<file path="config.mk">
export PLATFORM = sky130hd
export DESIGN_NAME = alu_op_sequencer
export DESIGN_NICKNAME = d
export VERILOG_FILES = /design/src/rtl/alu_pkg.sv /design/src/rtl/alu_result_fifo.sv /design/src/rtl/alu_op_sequencer.sv
export SDC_FILE = /design/constraint.sdc
export NUM_CORES = 1
export LEC_CHECK = 0
export CORE_UTILIZATION = 58
export CTS_BUF_LIST = sky130_fd_sc_hd__clkbuf_2 sky130_fd_sc_hd__clkbuf_4 sky130_fd_sc_hd__clkbuf_8
export CTS_CLUSTER_DIAMETER = 100
export DETAILED_ROUTE_END_ITERATION = 10
export HOLD_SLACK_MARGIN = 0.05
export PLACE_DENSITY = 0.95
export SETUP_SLACK_MARGIN = 0.1
export SYNTH_ARGS = -nofsm -noshare
export SYNTH_HDL_FRONTEND = slang
export SYNTH_SLANG_ARGS = --single-unit
</file>
<file path="constraint.sdc">
create_clock -name clk -period 5.7 [get_ports clk]
set_clock_uncertainty 0.15 [all_clocks]
set_input_delay 1.425 -clock clk [delete_from_list [all_inputs] [get_ports clk]]
set_output_delay 1.425 -clock clk [all_outputs]
set_load 0.02 [all_outputs]
</file>
<file path="src/rtl/alu_pkg.sv">
// Shared constants and enums for the ALU operation sequencer and its result FIFO.
package alu_pkg;

  localparam int ALU_DATA_W     = 8;
  localparam int ALU_SEL_W      = 4;
  localparam int ALU_LAT_DEF    = 1;
  localparam int FIFO_DEPTH_DEF = 4;

  typedef enum logic [3:0] {
    ADD  = 4'd0,  SUB  = 4'd1,  MUL  = 4'd2,  DIV  = 4'd3,
    SHL  = 4'd4,  SHR  = 4'd5,  ROL  = 4'd6,  ROR  = 4'd7,
    MAC  = 4'd8,  AND  = 4'd9,  OR   = 4'd10, XOR  = 4'd11,
    NAND = 4'd12, NOR  = 4'd13, EQ   = 4'd14, LT   = 4'd15
  } alu_op_t;

  typedef enum logic [2:0] {
    IDLE    = 3'd0,
    ISSUE   = 3'd1,
    WAIT    = 3'd2,
    CAPTURE = 3'd3,
    PUSH    = 3'd4,
    DONE    = 3'd5
  } seq_state_t;

endpackage

</file>
<file path="src/rtl/alu_result_fifo.sv">
// First-word fall-through FIFO (pointer + count) holding {opcode, result} pairs.
module alu_result_fifo #(
  parameter int WIDTH = 12,
  parameter int DEPTH = 4
) (
  input  logic             clk,
  input  logic             rst_n,
  input  logic             push,
  input  logic [WIDTH-1:0] push_data,
  input  logic             pop,
  output logic [WIDTH-1:0] pop_data,
  output logic             valid,
  output logic             full
);

  localparam int PTR_W = $clog2(DEPTH);

  logic [PTR_W-1:0] wr_ptr;
  logic [PTR_W-1:0] rd_ptr;
  logic [PTR_W:0]   count;
  logic [WIDTH-1:0] mem [DEPTH];
  logic             do_push;
  logic             do_pop;

  assign valid    = (count != '0);
  assign full     = (count == (PTR_W+1)'(DEPTH));
  assign do_pop   = pop && valid;
  // A full FIFO still accepts a write when the head leaves in the same cycle.
  assign do_push  = push && (!full || do_pop);
  assign pop_data = mem[rd_ptr];

  always_ff @(posedge clk or negedge rst_n) begin
    if (!rst_n) begin
      wr_ptr <= '0;
      rd_ptr <= '0;
      count  <= '0;
    end else begin
      if (do_push) wr_ptr <= wr_ptr + PTR_W'(1);
      if (do_pop)  rd_ptr <= rd_ptr + PTR_W'(1);
      case ({do_push, do_pop})
        2'b10:   count <= count + (PTR_W+1)'(1);
        2'b01:   count <= count - (PTR_W+1)'(1);
        default: count <= count;
      endcase
    end
  end

  always_ff @(posedge clk) begin
    if (do_push) mem[wr_ptr] <= push_data;
  end

endmodule

</file>
<file path="src/rtl/alu_op_sequencer.sv">
// Drives the clocked ALU through an opcode range and streams {opcode, result} pairs out.
module alu_op_sequencer
  import alu_pkg::*;
#(
  parameter int DATA_W     = ALU_DATA_W,
  parameter int SEL_W      = ALU_SEL_W,
  parameter int ALU_LAT    = ALU_LAT_DEF,
  parameter int FIFO_DEPTH = FIFO_DEPTH_DEF
) (
  input  logic              clk,
  input  logic              rst_n,
  input  logic              start,
  input  logic [DATA_W-1:0] op_a_in,
  input  logic [DATA_W-1:0] op_b_in,
  input  logic [SEL_W-1:0]  first_sel,
  input  logic [SEL_W-1:0]  last_sel,
  output logic [DATA_W-1:0] A,
  output logic [DATA_W-1:0] B,
  output logic [SEL_W-1:0]  ALU_Sel,
  input  logic [DATA_W-1:0] ALU_out,
  output logic              res_valid,
  input  logic              res_ready,
  output logic [SEL_W-1:0]  res_sel,
  output logic [DATA_W-1:0] res_data,
  output logic              busy,
  output logic              done,
  output seq_state_t        dbg_state
);

  localparam int CNT_W = (ALU_LAT > 1) ? $clog2(ALU_LAT) : 1;

  // Handshake: a result leaves the FIFO on any clock edge where res_valid && res_ready;
  // res_valid never depends on res_ready, and the head stays stable until popped.
  seq_state_t        state, state_nxt;
  logic [SEL_W-1:0]  cur, last_q, hold_sel;
  logic [DATA_W-1:0] hold_data;
  logic [CNT_W-1:0]  wait_cnt;
  logic              fifo_full;
  logic              pop;
  logic              push_ok;
  logic              wait_over;

  assign pop       = res_valid && res_ready;
  assign push_ok   = (state == PUSH) && (!fifo_full || pop);
  assign wait_over = (wait_cnt == CNT_W'(ALU_LAT - 1));
  assign busy      = (state != IDLE);
  assign done      = (state == DONE);
  assign dbg_state = state;

  always_ff @(posedge clk or negedge rst_n) begin
    if (!rst_n) state <= IDLE;
    else        state <= state_nxt;
  end

  always_comb begin
    state_nxt = state;
    case (state)
      IDLE:    if (start) state_nxt = ISSUE;
      ISSUE:   state_nxt = WAIT;
      WAIT:    if (wait_over) state_nxt = CAPTURE;
      CAPTURE: state_nxt = PUSH;
      PUSH:    if (push_ok) state_nxt = (cur == last_q) ? DONE : ISSUE;
      DONE:    state_nxt = IDLE;
      default: state_nxt = IDLE;
    endcase
  end

  always_ff @(posedge clk or negedge rst_n) begin
    if (!rst_n) begin
      A         <= '0;
      B         <= '0;
      ALU_Sel   <= '0;
      cur       <= '0;
      last_q    <= '0;
      hold_sel  <= '0;
      hold_data <= '0;
      wait_cnt  <= '0;
    end else begin
      case (state)
        IDLE: if (start) begin
          A      <= op_a_in;
          B      <= op_b_in;
          cur    <= first_sel;
          last_q <= last_sel;
        end
        ISSUE: begin
          ALU_Sel  <= cur;
          wait_cnt <= '0;
        end
        WAIT: wait_cnt <= wait_cnt + CNT_W'(1);
        // Fixed dwell: the sample is taken ALU_LAT+1 cycles after ALU_Sel moved.
        CAPTURE: begin
          hold_sel  <= cur;
          hold_data <= ALU_out;
        end
        PUSH: if (push_ok && (cur != last_q)) cur <= cur + SEL_W'(1);
        default: ;
      endcase
    end
  end

  alu_result_fifo #(
    .WIDTH (SEL_W + DATA_W),
    .DEPTH (FIFO_DEPTH)
  ) u_fifo (
    .clk       (clk),
    .rst_n     (rst_n),
    .push      (push_ok),
    .push_data ({hold_sel, hold_data}),
    .pop       (res_ready),
    .pop_data  ({res_sel, res_data}),
    .valid     (res_valid),
    .full      (fifo_full)
  );

endmodule

</file>
==> results.md, run 1 <==
- Status: completed
- Global-route wire length before repair: 11900 microns
- Peak supply drop: 362 uV
- Critical Path RT: 4.12 ns
- Num CTS Buffers: 9
- Slew Limit Fails: 0
- WL/cell: 17.1 microns
- Post-Syn Area per Cell: 17.1 sq um
- Placement row count: 30
- CP Max Fanout: 14
- Worst-path clk slew: 0.09 ns
- Post-CTS Hold Buffers: 0
- CP arrival: 2.38 ns
- Post-CTS setup buffer count: 0
- Post-synthesis sequential element count: 99
- Final worst-path cycle share: 69.4%
- Mapped cell area: 0.00408 sq mm
- Top_reg_cell synth: dfrtp_1
- Iter 0 DRT Violations: 167
- I/O pin cnt: 74
- Post-synthesis sequential area ratio: 66.6%
- Synth top area share: 35.3%
- Fmax: 253 MHz
- Leak: 1.92 nW
- ANT nets after route: 0
- Final RePlAce weighted congestion: 0.748
- Final nets: 356
- Ys Warns: 0
- H-tree Lvls: 3
- Hold/Removal Path Class: reg2reg
- Vias after detailed routing: 2258
- Area delta synth->final: 24.4%
- Starting Density: 60.0%
- Crit path capture type: primary output
- Worst R2R Path Depth: 2
- RSZ-0062 raised after global routing: no
- Most common cell after layout, fill and taps aside: clkdlybuf4s50_1
- Synth area leaders: edfxtp_1 (35%), dfrtp_1 (31%), mux2_2 (9.9%), mux4_2 (6.6%), ha_1 (1.5%)
- Synth cell types: 43
- Latest clock arrival within the worst-skew pair: 0.35 ns
- Final setup violation count: 0
- Vias in the first global route: 2371
- Max-cap violation count: 0
- Syn Nets: 281
- Die area: 0.00737 sq mm
- RR Startpoint: dbg_state[2]$_DFFE_PN0P_
- Final hold vios: 0
- Synth area leader: edfxtp_1
- Post-cts sizing count: 0
- Clock Sinks: 99
- DRC viols: 0
- Startpoint types: flop
- Via density: 5.44
- Layout cells sized above 1: 23.8%
- Tmin final: 3.95 ns
- Most frequent cells in the layout: clkdlybuf4s50_1 (72), dfrtp_1 (51), edfxtp_1 (48), mux2_2 (36), mux4_2 (12)
- DRT Wirelength: 7100 microns
- CTS tree: done
- WHS Path Cells: 0
- # port buffers: 73
- Largest net degree at the start of global routing: 52
- Antenna diodes: 0
- Number of synthesized flops with an enable pin: 48
- Core Area: 0.00679 sq mm
- Cells after Synth: 239
- Clk root buf: clkbuf_8
- CP Class: reg2out
- Max clock buf depth: 2
- Pwr/cell area: 547 mW/mm^2
- Hpwl dp: 4870 microns
- Async SR Flop Fraction: 51.5%
- Core Util, Final: 74.7%
- HP Start: hold_sel[3]$_DFFE_PN0P_
- GRT overflow: 0
- Die width: 85.9 microns
- Worst-Margin Slew: 0.817 ns
- Drt first pass iters: 4
- Antenna violations before repair: 0
- Die Y: 85.9 microns
- Worst rel slew slack: 44.8%
- GRT Resource Usage Total: 22.0%
- CP Launch Point: u_fifo.rd_ptr[0]$_DFFE_PN0N_
- Setup TNS: 0 ns
## Yosys cell counts, types with 2 or more instances
cell type	count
buf_6	2
ha_1	5
a211oi_1	2
mux4_2	12
o21ai_0	6
nor2_1	5
and3_1	7
xor2_1	5
inv_1	5
nand2b_1	2
edfxtp_1	48
buf_4	2
nor3_1	2
nand2_1	7
dfrtp_1	51
nand3_1	2
clkbuf_1	2
xnor2_1	5
a21oi_1	3
buf_2	4
or3_1	2
mux2_2	36
a2bb2oi_1	2
a31oi_1	3
## report_power, final
part | total (mW) | internal [mW] | switching, mW | leakage [nW]
clock network | 0.439 | 0.209 | 0.230 | 0.0981
logic | 1.08 | 0.607 | 0.478 | 0.785
registers | 1.25 | 1.01 | 0.243 | 1.03
## layout make-up
cell class	instances	area, sq um
clock inverter	6	63.8
inverter	5	18.8
sequential	99	2720
tap	96	120
multi-input combinational	124	1280
clock buffer	10	131
timing repair buffer	75	741
fill	405	1720
## worst max-delay path, stage by stage, from the launching register on
cell,delay [ns]
dfrtp_1,0.87
mux4_2,0.60
clkdlybuf4s50_1,0.56
## worst paths after layout
| path | slack (ns) | endpoint |
|---|---|---|
| setup / recovery | 1.75 | res_data[0] |
| setup reg to reg | 3.32 | u_fifo.mem[1][0]$_DFFE_PP_ |
| min in group asynchronous | 1.03 | ALU_Sel[0]$_DFFE_PN0N_ |
| hold reg to reg | 0.36 | u_fifo.mem[3][11]$_DFFE_PP_ |
| max in group asynchronous | 3.95 | u_fifo.count[0]$_DFFE_PN0P_ |
| hold / removal | 0.36 | u_fifo.mem[3][11]$_DFFE_PP_ |
## through the flow
step	cell area, sq um	std cells	power [mW]	hold slack, ns	setup slack [ns]
2_1_floorplan	4080	239	1.94	0.321	2.63
3_3_place_gp	4880	399	2.29	0.331	2.13
3_5_place_dp	4880	399	2.36	0.347	2.09
4_1_cts	5070	415	2.81	0.369	1.67
5_1_grt	5070	415	2.94	0.382	1.54
6_report	5070	415	2.78	0.363	1.75
## metal layers
layer | wire length [microns] | part of all wire, % | track usage, % | up-vias
met4 | 65 | 0.92 | 8.33 | 0
met1 | 3060 | 43 | 28.7 | 1113
met2 | 3510 | 49 | 34.9 | 88
met3 | 456 | 6.4 | 6.83 | 8
met5 | 0 | 0 | 0 | -
li1 | - | - | - | 1049
## flip-flops by register name (all words and copies together) (netlist names)
| register | count |
|---|---|
| u_fifo.wr_ptr | 2 |
| u_fifo.mem | 48 |
| u_fifo.rd_ptr | 2 |
| B | 8 |
| dbg_state | 3 |
| cur | 4 |
| hold_sel | 4 |
| u_fifo.count | 3 |
| ALU_Sel | 4 |
| A | 8 |
| wait_cnt | 1 |
| hold_data | 8 |
| last_q | 4 |
## logic make-up (layout without fill, tap and decap cells)
logic type	Yosys count	after routing	share of synthesized area [%]
xor+xnor	10	10	2.15
simple gates	37	37	6.23
compound gates	21	21	3.65
flops	99	99	66.6
buf+inv	16	96	2.15
mux	50	50	17.2
fa+ha+maj	6	6	2.02
Note: power is estimated with default switching activity, not from simulation.
==> run 2, diff against run 1 <==
--- a/config.mk
+++ b/config.mk
@@ -5,12 +5,12 @@
 export SDC_FILE = /design/constraint.sdc
 export NUM_CORES = 1
 export LEC_CHECK = 0
-export CORE_UTILIZATION = 58
+export CORE_UTILIZATION = 49
 export CTS_BUF_LIST = sky130_fd_sc_hd__clkbuf_2 sky130_fd_sc_hd__clkbuf_4 sky130_fd_sc_hd__clkbuf_8
 export CTS_CLUSTER_DIAMETER = 100
 export DETAILED_ROUTE_END_ITERATION = 10
 export HOLD_SLACK_MARGIN = 0.05
-export PLACE_DENSITY = 0.95
+export PLACE_DENSITY = 0.87
 export SETUP_SLACK_MARGIN = 0.1
 export SYNTH_ARGS = -nofsm -noshare
 export SYNTH_HDL_FRONTEND = slang
==> constraint.sdc (replaced) <==
create_clock -name clk -period 3.45 [get_ports clk]
set_clock_uncertainty 0.15 [all_clocks]
set_input_delay 0.8625 -clock clk [delete_from_list [all_inputs] [get_ports clk]]
set_output_delay 0.8625 -clock clk [all_outputs]
set_load 0.02 [all_outputs]
==> run 2 against run 1 <==
Compared with the run above: total power grew 64%; flip-flop and latch count did not move; worst setup slack lost 1.4 ns; core utilization is 10 points lower; critical path type unchanged; critical endpoint is now res_sel[0]; die area up 18%; non-clock buffer count up 2; sequential share of layout area about the same; combinational power up 70%; cell area about the same; largest power group unchanged; wire length increased by 1.5%; critical path depth grew 1; largest cell class unchanged.
==> results.md, run 2 (synthesis results as in run 1) <==
- Status: completed
- Starting Density: 51.7% (-8.3 points)
- Drt first pass iters: 4 (unchanged)
- Final worst-path cycle share: 91.1%
- Area delta synth->final: 24.5% (about the same)
- Fin area: 0.00508 sq mm (about the same)
- Hold/Removal Path Class: reg2reg
- Post-CTS Hold Buffers: 0 (unchanged)
- Antenna violations before repair: 0 (unchanged)
- Leak: 1.93 nW (+0.45%)
- Max clock buf depth: 2 (unchanged)
- RR Startpoint: dbg_state[2]$_DFFE_PN0P_
- Final hold vios: 0 (unchanged)
- Layout cells sized above 1: 24.6% (+0.79 points)
- CP arrival: 2.13 ns (-0.25 ns)
- Hold Path Sink: u_fifo.rd_ptr[0]$_DFFE_PN0N_
- CP Class: reg2out
- Vias after detailed routing: 2277 (+0.84%)
- Iter 0 DRT Violations: 100 (-40%)
- Worst-Margin Slew: 0.780 ns (-0.0371 ns)
- CTS tree: done
- Antenna diodes: 0 (unchanged)
- Peak supply drop: 557 uV (+54%)
- R2r endpoint: u_fifo.mem[3][11]$_DFFE_PP_
- Max reg flops: 48 (unchanged)
- Die Y: 93.2 microns (+8.6%)
- Post-CTS setup buffer count: 0 (unchanged)
- Register share of total power: 44.8% (-0.3 points)
- Clock Sinks: 99 (unchanged)
- Hpwl dp: 4860 microns (-0.10%)
- Clk root buf: clkbuf_8
- GRT overflow: 0 (unchanged)
- ANT nets after route: 0 (unchanged)
- Placement row count: 32 (+6.7%)
- Fill cell count: 561 (+39%)
- Die area: 0.00869 sq mm (+18%)
- Critical Path RT: 2.44 ns (-1.68 ns)
- Top reg by flops: u_fifo.mem
- Worst R2R Path Depth: 2 (unchanged)
- Int Power: 2.96 mW (+62%)
- Placed inst area: 0.00490 sq mm (+0.46%)
- WHS Path Cells: 1 (+1)
- Sw Ratio: 34.7% (+0.48 points)
- Core Area: 0.00789 sq mm (+16%)
- Max-cap violation count: 0 (unchanged)
- H-tree Lvls: 3 (unchanged)
- DRT Wirelength: 7200 microns (+1.5%)
- Area of the multi-input gates: 0.00128 sq mm (unchanged)
- Final setup violation count: 0 (unchanged)
- Vias in the first global route: 2399 (+1.2%)
- Largest net degree at the start of global routing: 52 (unchanged)
- Num CTS Buffers: 9 (unchanged)
- Setup TNS: 0 ns (unchanged)
- Reg2Reg Setup Slack: 1.06 ns (-2.26 ns)
- Pwr/cell area: 894 mW/mm^2 (+63%)
- Global-route wire length before repair: 11900 microns (+0.63%)
- Tmin final: 3.14 ns
- Latest clock arrival within the worst-skew pair: 0.36 ns (about the same)
- Post-cts sizing count: 0 (unchanged)
- CP Max Fanout: 12 (-2)
- I/O pin cnt: 74 (unchanged)
- Fmax: 318 MHz
- Worst rel slew slack: 47.9% (+3.1 points)
- Clock power frac: 14.6% (-1.2 points)
- Flip-flop and latch area: 0.00272 sq mm (unchanged)
- Most frequent cells in the layout: clkdlybuf4s50_1 (72), dfrtp_1 (51), edfxtp_1 (48), mux2_2 (36), mux4_2 (12)
- # port buffers: 73 (unchanged)
- Slew Limit Fails: 0 (unchanged)
- Crit path capture type: primary output
- Via density: 5.38 (-1.1%)
- Final RePlAce weighted congestion: 0.682 (-8.9%)
- RSZ-0062 raised after global routing: no
- Die width: 93.2 microns (+8.6%)
- Combinational Power Share: 40.6% (+1.5 points)
- Final nets: 358 (+0.56%)
- Net Sw Power: 1.58 mW (+66%)
- GRT Resource Usage Total: 18.7% (-3.3 points)
- HP Start: u_fifo.rd_ptr[0]$_DFFE_PN0N_
- Worst-path clk slew: 0.09 ns (about the same)
- Most common cell after layout, fill and taps aside: clkdlybuf4s50_1
- Startpoint types: flop
- DRC viols: 0 (unchanged)
- WL/cell: 17.0 microns (-0.44%)
[run 2: worst max-delay path: stages (launching register included)]
cell,delay (ns)
dfrtp_1,0.40
buf_4,0.28
mux4_2,0.54
clkdlybuf4s50_1,0.55
[run 2: area by class of cell]
| cell class | instances | area share [%] |
|---|---|---|
| sequential | 99 | 53.5 |
| timing repair buffer | 77 | 14.9 |
| inverter | 5 | 0.370 |
| clock inverter | 6 | 0.739 |
| clock buffer | 10 | 2.71 |
| multi-input combinational | 124 | 25.3 |
| tap | 102 | 2.51 |
[run 2: stage by stage]
step	instances	hold WS (ns)	power, mW	setup slack, ns	utilization [%]
after floorplan	239	0.321	3.20	0.941	-
after global placement	407	0.331	3.83	0.609	62.2
after detailed placement	407	0.348	3.92	0.559	62.2
after CTS	423	0.361	4.60	0.255	64.4
after global routing	423	0.375	4.81	0.183	64.4
final	423	0.356	4.54	0.306	64.4
[run 2: worst max path at each step]
stage / endpoint / cells past startpoint / slack (ns) / start
after global placement: u_fifo.count[2]$_DFFE_PN0P_ / 7 / 0.61 / res_ready
after floorplan: res_data[3] / 3 / 0.94 / u_fifo.rd_ptr[0]$_DFFE_PN0N_
after detailed placement: u_fifo.count[2]$_DFFE_PN0P_ / 7 / 0.56 / res_ready
final: res_sel[0] / 3 / 0.31 / u_fifo.rd_ptr[0]$_DFFE_PN0N_
after CTS: res_data[6] / 3 / 0.25 / u_fifo.rd_ptr[0]$_DFFE_PN0N_
after global routing: res_sel[0] / 3 / 0.18 / u_fifo.rd_ptr[0]$_DFFE_PN0N_
[run 2: metal layers]
metal | global-route usage, % | vias up | wire length [microns]
met3 | 6.42 | 7 | 466
li1 | - | 1052 | -
met5 | 0 | - | 0
met4 | 6.03 | 0 | 72
met1 | 23.2 | 1148 | 3110
met2 | 30.8 | 70 | 3550
[run 2: power groups by stage]
stage	sequential, mW	clock, mW	combinational, mW
floorplan	2.07	0	1.12
global placement	2.02	0	1.81
detailed placement	2.06	0	1.86
CTS	2.04	0.686	1.87
global route	2.09	0.732	1.98
finish	2.03	0.662	1.84
